## src/rtl/ins_encode_loader_pkg.sv

```systemverilog
// Shared definitions for the instruction encoder/loader: opcodes, error codes, FSM states.
package ins_encode_loader_pkg;

    localparam logic [4:0] OP_ADDI = 5'b00010;
    localparam logic [4:0] OP_LW   = 5'b01111;
    localparam logic [4:0] OP_JALR = 5'b10100;
    localparam logic [4:0] OP_ANDI = 5'b00101;
    localparam logic [4:0] OP_ORI  = 5'b00111;
    localparam logic [4:0] OP_XORI = 5'b01001;
    localparam logic [4:0] OP_SLLI = 5'b01011;
    localparam logic [4:0] OP_SRLI = 5'b01101;
    localparam logic [4:0] OP_LUI  = 5'b01110;
    localparam logic [4:0] OP_SW   = 5'b10000;
    localparam logic [4:0] OP_BLT  = 5'b10001;
    localparam logic [4:0] OP_BEQ  = 5'b10010;
    localparam logic [4:0] OP_JAL  = 5'b10011;

    localparam logic [1:0] ERR_NONE = 2'd0;
    localparam logic [1:0] ERR_IMM  = 2'd1;
    localparam logic [1:0] ERR_FULL = 2'd2;

    typedef enum logic [2:0] {
        StIdle,
        StRecv,
        StEnc,
        StWrite,
        StDone,
        StErr
    } state_e;

endpackage

```

## src/rtl/ins_field_pack.sv

```systemverilog
// Combinational instruction packer: places decoded fields into a 32-bit word and
// reports whether the immediate is representable for the given opcode.
module ins_field_pack
    import ins_encode_loader_pkg::*;
(
    input  logic [4:0]  opcode,
    input  logic [4:0]  rd,
    input  logic [4:0]  rs1,
    input  logic [4:0]  rs2,
    input  logic [31:0] imm,
    output logic [31:0] word,
    output logic        imm_ok
);

    logic signed [31:0] simm;
    logic               fits_s12;
    logic               fits_u12;
    logic               fits_u6;
    logic               fits_s20;
    logic               low12_zero;

    assign simm       = imm;
    assign fits_s12   = (simm >= -32'sd2048) && (simm <= 32'sd2047);
    assign fits_u12   = (imm[31:12] == 20'd0);
    assign fits_u6    = (imm[31:6] == 26'd0);
    assign fits_s20   = (simm >= -32'sd524288) && (simm <= 32'sd524287);
    assign low12_zero = (imm[11:0] == 12'd0);

    always_comb begin
        // Unknown opcodes fall back to R-format and never flag an error.
        word   = {7'b0, rs2, rs1, 3'b0, rd, 2'b0, opcode};
        imm_ok = 1'b1;
        case (opcode)
            OP_ADDI, OP_LW, OP_JALR: begin
                word   = {imm[11:0], rs1, 3'b0, rd, 2'b0, opcode};
                imm_ok = fits_s12;
            end
            OP_ANDI, OP_ORI, OP_XORI: begin
                word   = {imm[11:0], rs1, 3'b0, rd, 2'b0, opcode};
                imm_ok = fits_u12;
            end
            OP_SLLI, OP_SRLI: begin
                word   = {6'b0, imm[5:0], rs1, 3'b0, rd, 2'b0, opcode};
                imm_ok = fits_u6;
            end
            OP_LUI: begin
                word   = {imm[31:12], rd, 2'b0, opcode};
                imm_ok = low12_zero;
            end
            OP_SW, OP_BLT, OP_BEQ: begin
                word   = {imm[11:5], rs2, rs1, 3'b0, imm[4:0], 2'b0, opcode};
                imm_ok = fits_s12;
            end
            OP_JAL: begin
                word   = {imm[19:0], rd, 2'b0, opcode};
                imm_ok = fits_s20;
            end
            default: ;
        endcase
    end

endmodule

```

## src/rtl/ins_encode_loader.sv

```systemverilog
// Program loader: accepts field tuples, encodes them and writes words sequentially
// into instruction memory starting at base_addr.
module ins_encode_loader
    import ins_encode_loader_pkg::*;
#(
    parameter int unsigned ADDR_W = 8,
    parameter int unsigned DEPTH  = 256
) (
    input  logic              clk,
    input  logic              rst_n,
    input  logic              start,
    input  logic [ADDR_W-1:0] base_addr,
    input  logic              in_valid,
    output logic              in_ready,
    input  logic [4:0]        in_opcode,
    input  logic [4:0]        in_rd,
    input  logic [4:0]        in_rs1,
    input  logic [4:0]        in_rs2,
    input  logic [31:0]       in_imm,
    input  logic              in_last,
    output logic              mem_we,
    output logic [ADDR_W-1:0] mem_addr,
    output logic [31:0]       mem_wdata,
    output logic              busy,
    output logic              done,
    output logic              err,
    output logic [1:0]        err_code,
    output logic [ADDR_W:0]   count
);

    localparam logic [ADDR_W:0] LAST_SLOT = (ADDR_W + 1)'(DEPTH - 1);

    state_e            state_q, state_d;
    logic [ADDR_W-1:0] ptr_q;
    logic [ADDR_W:0]   count_q;
    logic [1:0]        err_code_q;
    logic [4:0]        opcode_q, rd_q, rs1_q, rs2_q;
    logic [31:0]       imm_q;
    logic              last_q;
    logic [ADDR_W-1:0] mem_addr_q;
    logic [31:0]       mem_wdata_q;
    logic [31:0]       word;
    logic              imm_ok;
    logic              at_end;

    ins_field_pack u_pack (
        .opcode (opcode_q),
        .rd     (rd_q),
        .rs1    (rs1_q),
        .rs2    (rs2_q),
        .imm    (imm_q),
        .word   (word),
        .imm_ok (imm_ok)
    );

    // Slot count rather than pointer compare, so base_addr near the top cannot alias.
    assign at_end = (count_q == LAST_SLOT);

    always_comb begin
        state_d = state_q;
        case (state_q)
            StIdle, StDone, StErr: if (start) state_d = StRecv;
            StRecv:  if (in_valid) state_d = StEnc;
            StEnc:   state_d = imm_ok ? StWrite : StErr;
            StWrite: begin
                if (last_q)      state_d = StDone;
                else if (at_end) state_d = StErr;
                else             state_d = StRecv;
            end
            default: state_d = StIdle;
        endcase
    end

    always_ff @(posedge clk) begin
        if (!rst_n) begin
            state_q     <= StIdle;
            ptr_q       <= '0;
            count_q     <= '0;
            err_code_q  <= ERR_NONE;
            opcode_q    <= '0;
            rd_q        <= '0;
            rs1_q       <= '0;
            rs2_q       <= '0;
            imm_q       <= '0;
            last_q      <= 1'b0;
            mem_addr_q  <= '0;
            mem_wdata_q <= '0;
        end else begin
            state_q <= state_d;
            case (state_q)
                StIdle, StDone, StErr: begin
                    if (start) begin
                        ptr_q      <= base_addr;
                        count_q    <= '0;
                        err_code_q <= ERR_NONE;
                    end
                end
                StRecv: begin
                    if (in_valid) begin
                        opcode_q <= in_opcode;
                        rd_q     <= in_rd;
                        rs1_q    <= in_rs1;
                        rs2_q    <= in_rs2;
                        imm_q    <= in_imm;
                        last_q   <= in_last;
                    end
                end
                StEnc: begin
                    if (imm_ok) begin
                        mem_addr_q  <= ptr_q;
                        mem_wdata_q <= word;
                    end else begin
                        err_code_q <= ERR_IMM;
                    end
                end
                StWrite: begin
                    ptr_q   <= ptr_q + ADDR_W'(1);
                    count_q <= count_q + (ADDR_W + 1)'(1);
                    if (!last_q && at_end) err_code_q <= ERR_FULL;
                end
                default: ;
            endcase
        end
    end

    assign in_ready  = (state_q == StRecv);
    assign mem_we    = (state_q == StWrite);
    assign busy      = (state_q == StRecv) || (state_q == StEnc) || (state_q == StWrite);
    assign done      = (state_q == StDone);
    assign err       = (state_q == StErr);
    assign err_code  = err_code_q;
    assign count     = count_q;
    assign mem_addr  = mem_addr_q;
    assign mem_wdata = mem_wdata_q;

endmodule

```

## config.mk

```make
export PLATFORM = sky130hd
export DESIGN_NAME = ins_encode_loader
export DESIGN_NICKNAME = d
export VERILOG_FILES = /design/src/rtl/ins_encode_loader_pkg.sv /design/src/rtl/ins_field_pack.sv /design/src/rtl/ins_encode_loader.sv
export SDC_FILE = /design/constraint.sdc
export NUM_CORES = 1
export LEC_CHECK = 0
export BUFFER_PORTS_ARGS = -buffer_cell sky130_fd_sc_hd__buf_2
export CORE_UTILIZATION = 25
export DETAILED_ROUTE_END_ITERATION = 16
export HOLD_SLACK_MARGIN = 0.15
export SLEW_MARGIN = 20
export SYNTH_ARGS = -nofsm -noshare
export SYNTH_HDL_FRONTEND = slang
export SYNTH_SLANG_ARGS = --single-unit
```

## constraint.sdc

```tcl
create_clock -name clk -period 5 [get_ports clk]
set_input_delay 0 -clock clk [delete_from_list [all_inputs] [get_ports clk]]
set_output_delay 0 -clock clk [all_outputs]
set_load 0.01 [all_outputs]
```

; ---- Word-level counts from Yosys, hierarchy flattened
; Cells that the tools add are included.
[totals]
reg_bits = 115
output_inout_bits = 56
[op_classes]
add_sub_neg = 2
n_lt_le_gt_ge = 4
eq_ne = 23
mux = 16
n_reduce_logical = 23
[ops]
columns = operator, count
row1 = one-hot mux 32 bit (5 select lines), 1
row2 = "greater-or-equal comparator 32 x 12 -> 1 bit, second input constant", 1
row3 = "greater-or-equal comparator 32 x 20 -> 1 bit, second input constant", 1
row4 = "less-or-equal comparator 32 x 12 -> 1 bit, second input constant", 1
row5 = "less-or-equal comparator 32 x 20 -> 1 bit, second input constant", 1
row6 = zero test 26 bit, 1
row7 = "== test 5 x 4 -> 1 bit, second input constant", 5
row8 = "== test 5 bit, second input constant", 5
row9 = zero test 20 bit, 1
row10 = one-hot mux 9 bit (2 select lines), 1
row11 = one-hot mux 8 bit (2 select lines), 1
row12 = 2-to-1 mux 3 bit, 5
row13 = zero test 12 bit, 1
row14 = one-hot mux 3 bit (4 select lines), 1
row15 = OR reduction 6 bit, 2
row16 = "== test 5 x 3 -> 1 bit, second input constant", 2
row17 = "adder 9 x 1 -> 9 bit, second input constant", 1
row18 = "== test 9 x 8 -> 1 bit, second input constant", 1
row19 = 2-to-1 mux 9 bit, 1
row20 = OR reduction 3 bit, 3
row21 = "adder 8 x 1 -> 8 bit, second input constant", 1
row22 = 2-to-1 mux 8 bit, 1
row23 = AND reduction 2 bit, 4
row24 = "== test 3 x 2 -> 1 bit, second input constant", 2
row25 = other kinds (16), 24

; ---- Depth between registers and ports, before layout
[depth]
ltp_word = 5
mapped_depth = 10

; ---- Modules after synthesis
; From an unflattened synthesis, not the netlist that was laid out.
[unflattened]
cells_unflattened = 684
area_unflattened_um2 = 5285.1
[modules_own_cells]
columns = mod, n_inst, cells_each, area_per_inst_um2, seq_area_each_um2
row1 = ins_encode_loader, 1, 564, 4435.5, 2302.2
row2 = ins_field_pack, 1, 120, 849.6, 0.0

; ---- Least setup slack after synthesis
; No wires, ideal clock.
[synth_path]
path_kind = reg-to-reg
startpoint = register opcode_q[0]
endpoint = register mem_addr_q[4] (netlist: mem_addr[4])
setup_time_ns = 0.137
t_arrival_ns = 1.982
setup_slack_ns = 2.882
path_stages_with_launch = 9
cell_sequence = dfxtp_1 -> or4b_4 -> o31a_4 -> a2111oi_4 -> o21a_4 -> or2_1 -> buf_4 -> buf_6 -> o311ai_2
[synth_via]
elab_chain_cells = 4
word_cells_on_any_way = 18
cone_classes = 13 x eq/ne / 1 x mux / 4 x reduce/logical
[synth_lines]
columns = element, line
row1 = start: declaration, ins_encode_loader.sv:37  ; logic [4:0] opcode_q, rd_q, rs1_q, rs2_q;
row2 = start signal: assignment, ins_encode_loader.sv:100  ; opcode_q <= in_opcode;
row3 = == test 5 x 2 -> 1 bit (tied with other cells), ins_field_pack.sv:33  ; case (opcode)
row4 = OR reduction 6 bit (no source line) (tied with other cells), n/a
row5 = one-hot mux 1 bit (5 select lines) (*), ins_field_pack.sv:33
row6 = AND reduction 2 bit (no source line) (*), n/a
row7 = end signal: assignment, ins_encode_loader.sv:110  ; mem_addr_q <= ptr_q;
row8 = end: declaration, ins_encode_loader.sv:40  ; logic [ADDR_W-1:0] mem_addr_q;
; Mark *: on every way between the ends. The rest lies on a longest branch, timed or not.
; A chain may end at the register's enable or synchronous reset.

; ---- Final worst setup path
[layout_path]
startpoint = register opcode_q[0]
endpoint = register mem_wdata_q[3] (netlist: mem_wdata[3])
[layout_via]
elab_chain_cells = 4
word_cells_on_any_way = 18
cone_classes = 13 x eq/ne / 1 x mux / 4 x reduce/logical
[layout_lines]
columns = element, line
row1 = == test 5 x 2 -> 1 bit (tied with other cells), ins_field_pack.sv:33
row2 = OR reduction 6 bit (no source line) (tied with other cells), n/a
row3 = one-hot mux 1 bit (5 select lines) (*), ins_field_pack.sv:33
row4 = AND reduction 2 bit (no source line) (*), n/a
row5 = end signal: assignment, ins_encode_loader.sv:111  ; mem_wdata_q <= word;
row6 = end: declaration, ins_encode_loader.sv:41  ; logic [31:0] mem_wdata_q;
; Marks and branches as above.

==> impl_metrics.py <==
metrics = {
    "outcome": {
        "outcome": "complete, no violations",
    },
    "detailed_routing": {
        "post-route-drc-count": 0,
        "drt_iter0_markers": 638,
        "dr.pass1.iters": 5,
        "wirelength_mm": 20.0,
        "wire_per_inst_microns": 15.9,
        "vias": 6356,
        "ant_nets": 0,
        "via_per_inst": 5.04,
    },
    "grt": {
        "overflow": 0,
        "grt_max_degree": 79,
        "grt_use_total_pct": 16.3,
        "grt_util_met1_pct": 21.9,
        "grt_pass1_vias": 5867,
        "use_met2_pct": 25.2,
        "antenna_found_initial": 0,
        "busiest_layer": "met2",
        "met3_usage_pct": 3.91,
        "grt_first_pass_wirelength_mm": 31.4,
    },
    "placed_design": {
        "hpwlAfterDp_mm": 13.7,
        "routabilityCongestion": 0.881,
        "io_buffer_count": 118,
        "place_ws_ns": 1.66,
    },
    "floorplan": {
        "rows": 56,
        "initial_utilization_pct": 25.7,
        "fp.dieH_microns": 158,
        "dieArea_sq_um": 25000,
        "die-width_microns": 158,
        "io_pins": 121,
        "core_sq_um": 23700,
    },
    "worst_setup_path": {
        "rrSetupSlack_ns": 1.59,
        "worstPathMaxFanout": 52,
        "endpoint_kind": "register",
        "crit_required_ns": 5.25,
        "criticalPathCategory": "register to register",
        "crit_arrival_ns": 3.66,
        "start_kind": "register",
    },
    "yosys": {
        "synth_edf_count": 0,
        "ys_ff_latch": 113,
        "synth_top_area_share_pct": 37.1,
        "yosysWarnings": 0,
        "syn-cell-area_sq_um": 6100,
        "yosys_most_used_dff": "dfxtp_1",
        "ys_top_cells_by_area": "dfxtp_1 (37%), nand2_1 (9.4%), a21oi_1 (6.1%), nand3_1 (5.4%), o21ai_0 (3.6%)",
        "yosys.area.top_type": "dfxtp_1",
        "yosysUniqueCellTypes": 62,
        "synth_cells": 791,
        "avgSynthCellArea_sq_um": 7.71,
        "ys_seq_area_share_pct": 37.1,
        "synth-async-reset-ratio_pct": 0,
    },
    "timing": {
        "skew_ns": 0.00822,
        "rsz0062_at_grt": "false",
        "finalCriticalPeriod_ns": 3.41,
        "fmax_mhz": 293,
        "fin_setup_tns_ns": 0,
        "slew_headroom_pct": 28.6,
        "setup_slack_ns": 1.59,
        "final.period_utilization_pct": 68.2,
        "drv_slew": 0,
        "setup_viol": 0,
        "worstMarginPinSlew_ns": 1.07,
        "finalHoldViolations": 0,
    },
    "power": {
        "leakage_nw": 3.11,
        "power.total_mw": 3.34,
        "ir_drop_mv": 0.215,
        "p_per_area_nw_per_um2": 411,
    },
    "cts": {
        "insertion_delay_ns": 0.42,
        "clockRootBuffer": "clkbuf_16",
        "path_clk_slew_ns": 0.06,
        "cts_made_buffers": 17,
        "clockBufferDepth": 2,
        "cts_max_level": 4,
        "clkSinkCount": 113,
        "cts_tree": "yes",
    },
    "final_layout": {
        "layout_common_cells": "nand2_1 (153), buf_2 (118), dfxtp_1 (113)",
        "antennaDiodeCount": 0,
        "final_layout_size_suffix_gt1_share_pct": 19.2,
        "final_common_cell": "nand2_1",
        "fin_util_pct": 34.3,
        "nNetsFinal": 996,
        "area_delta_synth_final_pct": 33.2,
    },
    "flow_run": {
        "max_cap_violations": 0,
    },
    "worst_hold_path": {
        "hold_path.class": "primary input to register",
    },
}
## path summary, 6_finish.rpt
check                            startpoint      endpoint  cells past startpoint
worst max-delay path            opcode_q[0]  mem_wdata[3]                      5
worst min register to register      rd_q[0]       rd_q[0]                      2
worst max register to register  opcode_q[0]  mem_wdata[3]                      5
worst min-delay path                  rst_n      count[3]                      4
## worst max-delay path, stage by stage (launching register included)
cell	delay, ns
dfxtp_1	0.48
and2_1	0.25
and3_1	0.73
o21a_4	0.60
or2_1	0.90
o311ai_1	0.23
## power by group
| group | internal (mW) | leakage, nW | switching, mW |
|---|---|---|---|
| Clock | 0.941 | 0.326 | 0.446 |
| Sequential | 0.998 | 0.915 | 0.125 |
| Combinational | 0.277 | 1.87 | 0.550 |
## synth_stat cells, drive strengths merged, types with 7 or more instances
| cell | instances |
|---|---|
| a21oi | 74 |
| a22oi | 20 |
| a2bb2oi | 13 |
| and3 | 16 |
| buf | 20 |
| clkbuf | 53 |
| dfxtp | 113 |
| inv | 13 |
| mux2i | 7 |
| nand2 | 153 |
| nand3 | 66 |
| nand4 | 8 |
| nor2 | 42 |
| nor3 | 10 |
| nor4 | 9 |
| o211ai | 26 |
| o21ai | 45 |
| o311ai | 14 |
| o41a | 12 |
| or2 | 7 |
## cells by family (layout without fill, tap and decap cells)
group	after synthesis	in the layout	synth area share, %
simple gates	333	333	25.0
compound gates	245	245	28.9
other cells	1	2	0.0615
fa+ha+maj	3	3	0.616
flops	113	113	37.1
mux	9	9	1.52
xor+xnor	1	1	0.144
buf+inv	86	235	6.71
## flip-flops by register name, indices dropped and copies added (netlist names)
signal and count:
imm_q 32, mem_wdata 30, count 9, mem_addr 8
ptr_q 8, opcode_q 5, rd_q 5, rs1_q 5
rs2_q 5, state_q 3, err_code 2, last_q 1
## layer usage
layer / part of all wire (%) / vias to the layer above
li1: - / 3159
met1: 47 / 2979
met2: 45 / 192
met3: 5.7 / 26
met4: 1.9 / 0
met5: 0 / -
## what timing repair did
action / in CTS / in global routing
resized for setup: 0 / 0
hold buffers: 63 / 0
hold endpoints to repair: 64 / 0
setup buffers: 0 / 0
## layout make-up
type / count / area, sq um
sequential: 113 / 2260
clock inverter: 11 / 200
inverter: 13 / 48.8
tap: 319 / 399
fill: 2594 / 15600
clock buffer: 21 / 480
timing repair buffer: 190 / 1290
multi-input combinational: 593 / 3440
## through the flow
stage          instances  hold WS, ns  area (sq um)
3_3_place_gp        1165        0.246          6810
6_report            1260        0.309          8120
4_1_cts             1260        0.304          8120
5_1_grt             1260        0.360          8120
3_5_place_dp        1165        0.247          6810
2_1_floorplan        792        0.136          6100
(Power assumes the default switching activity.)
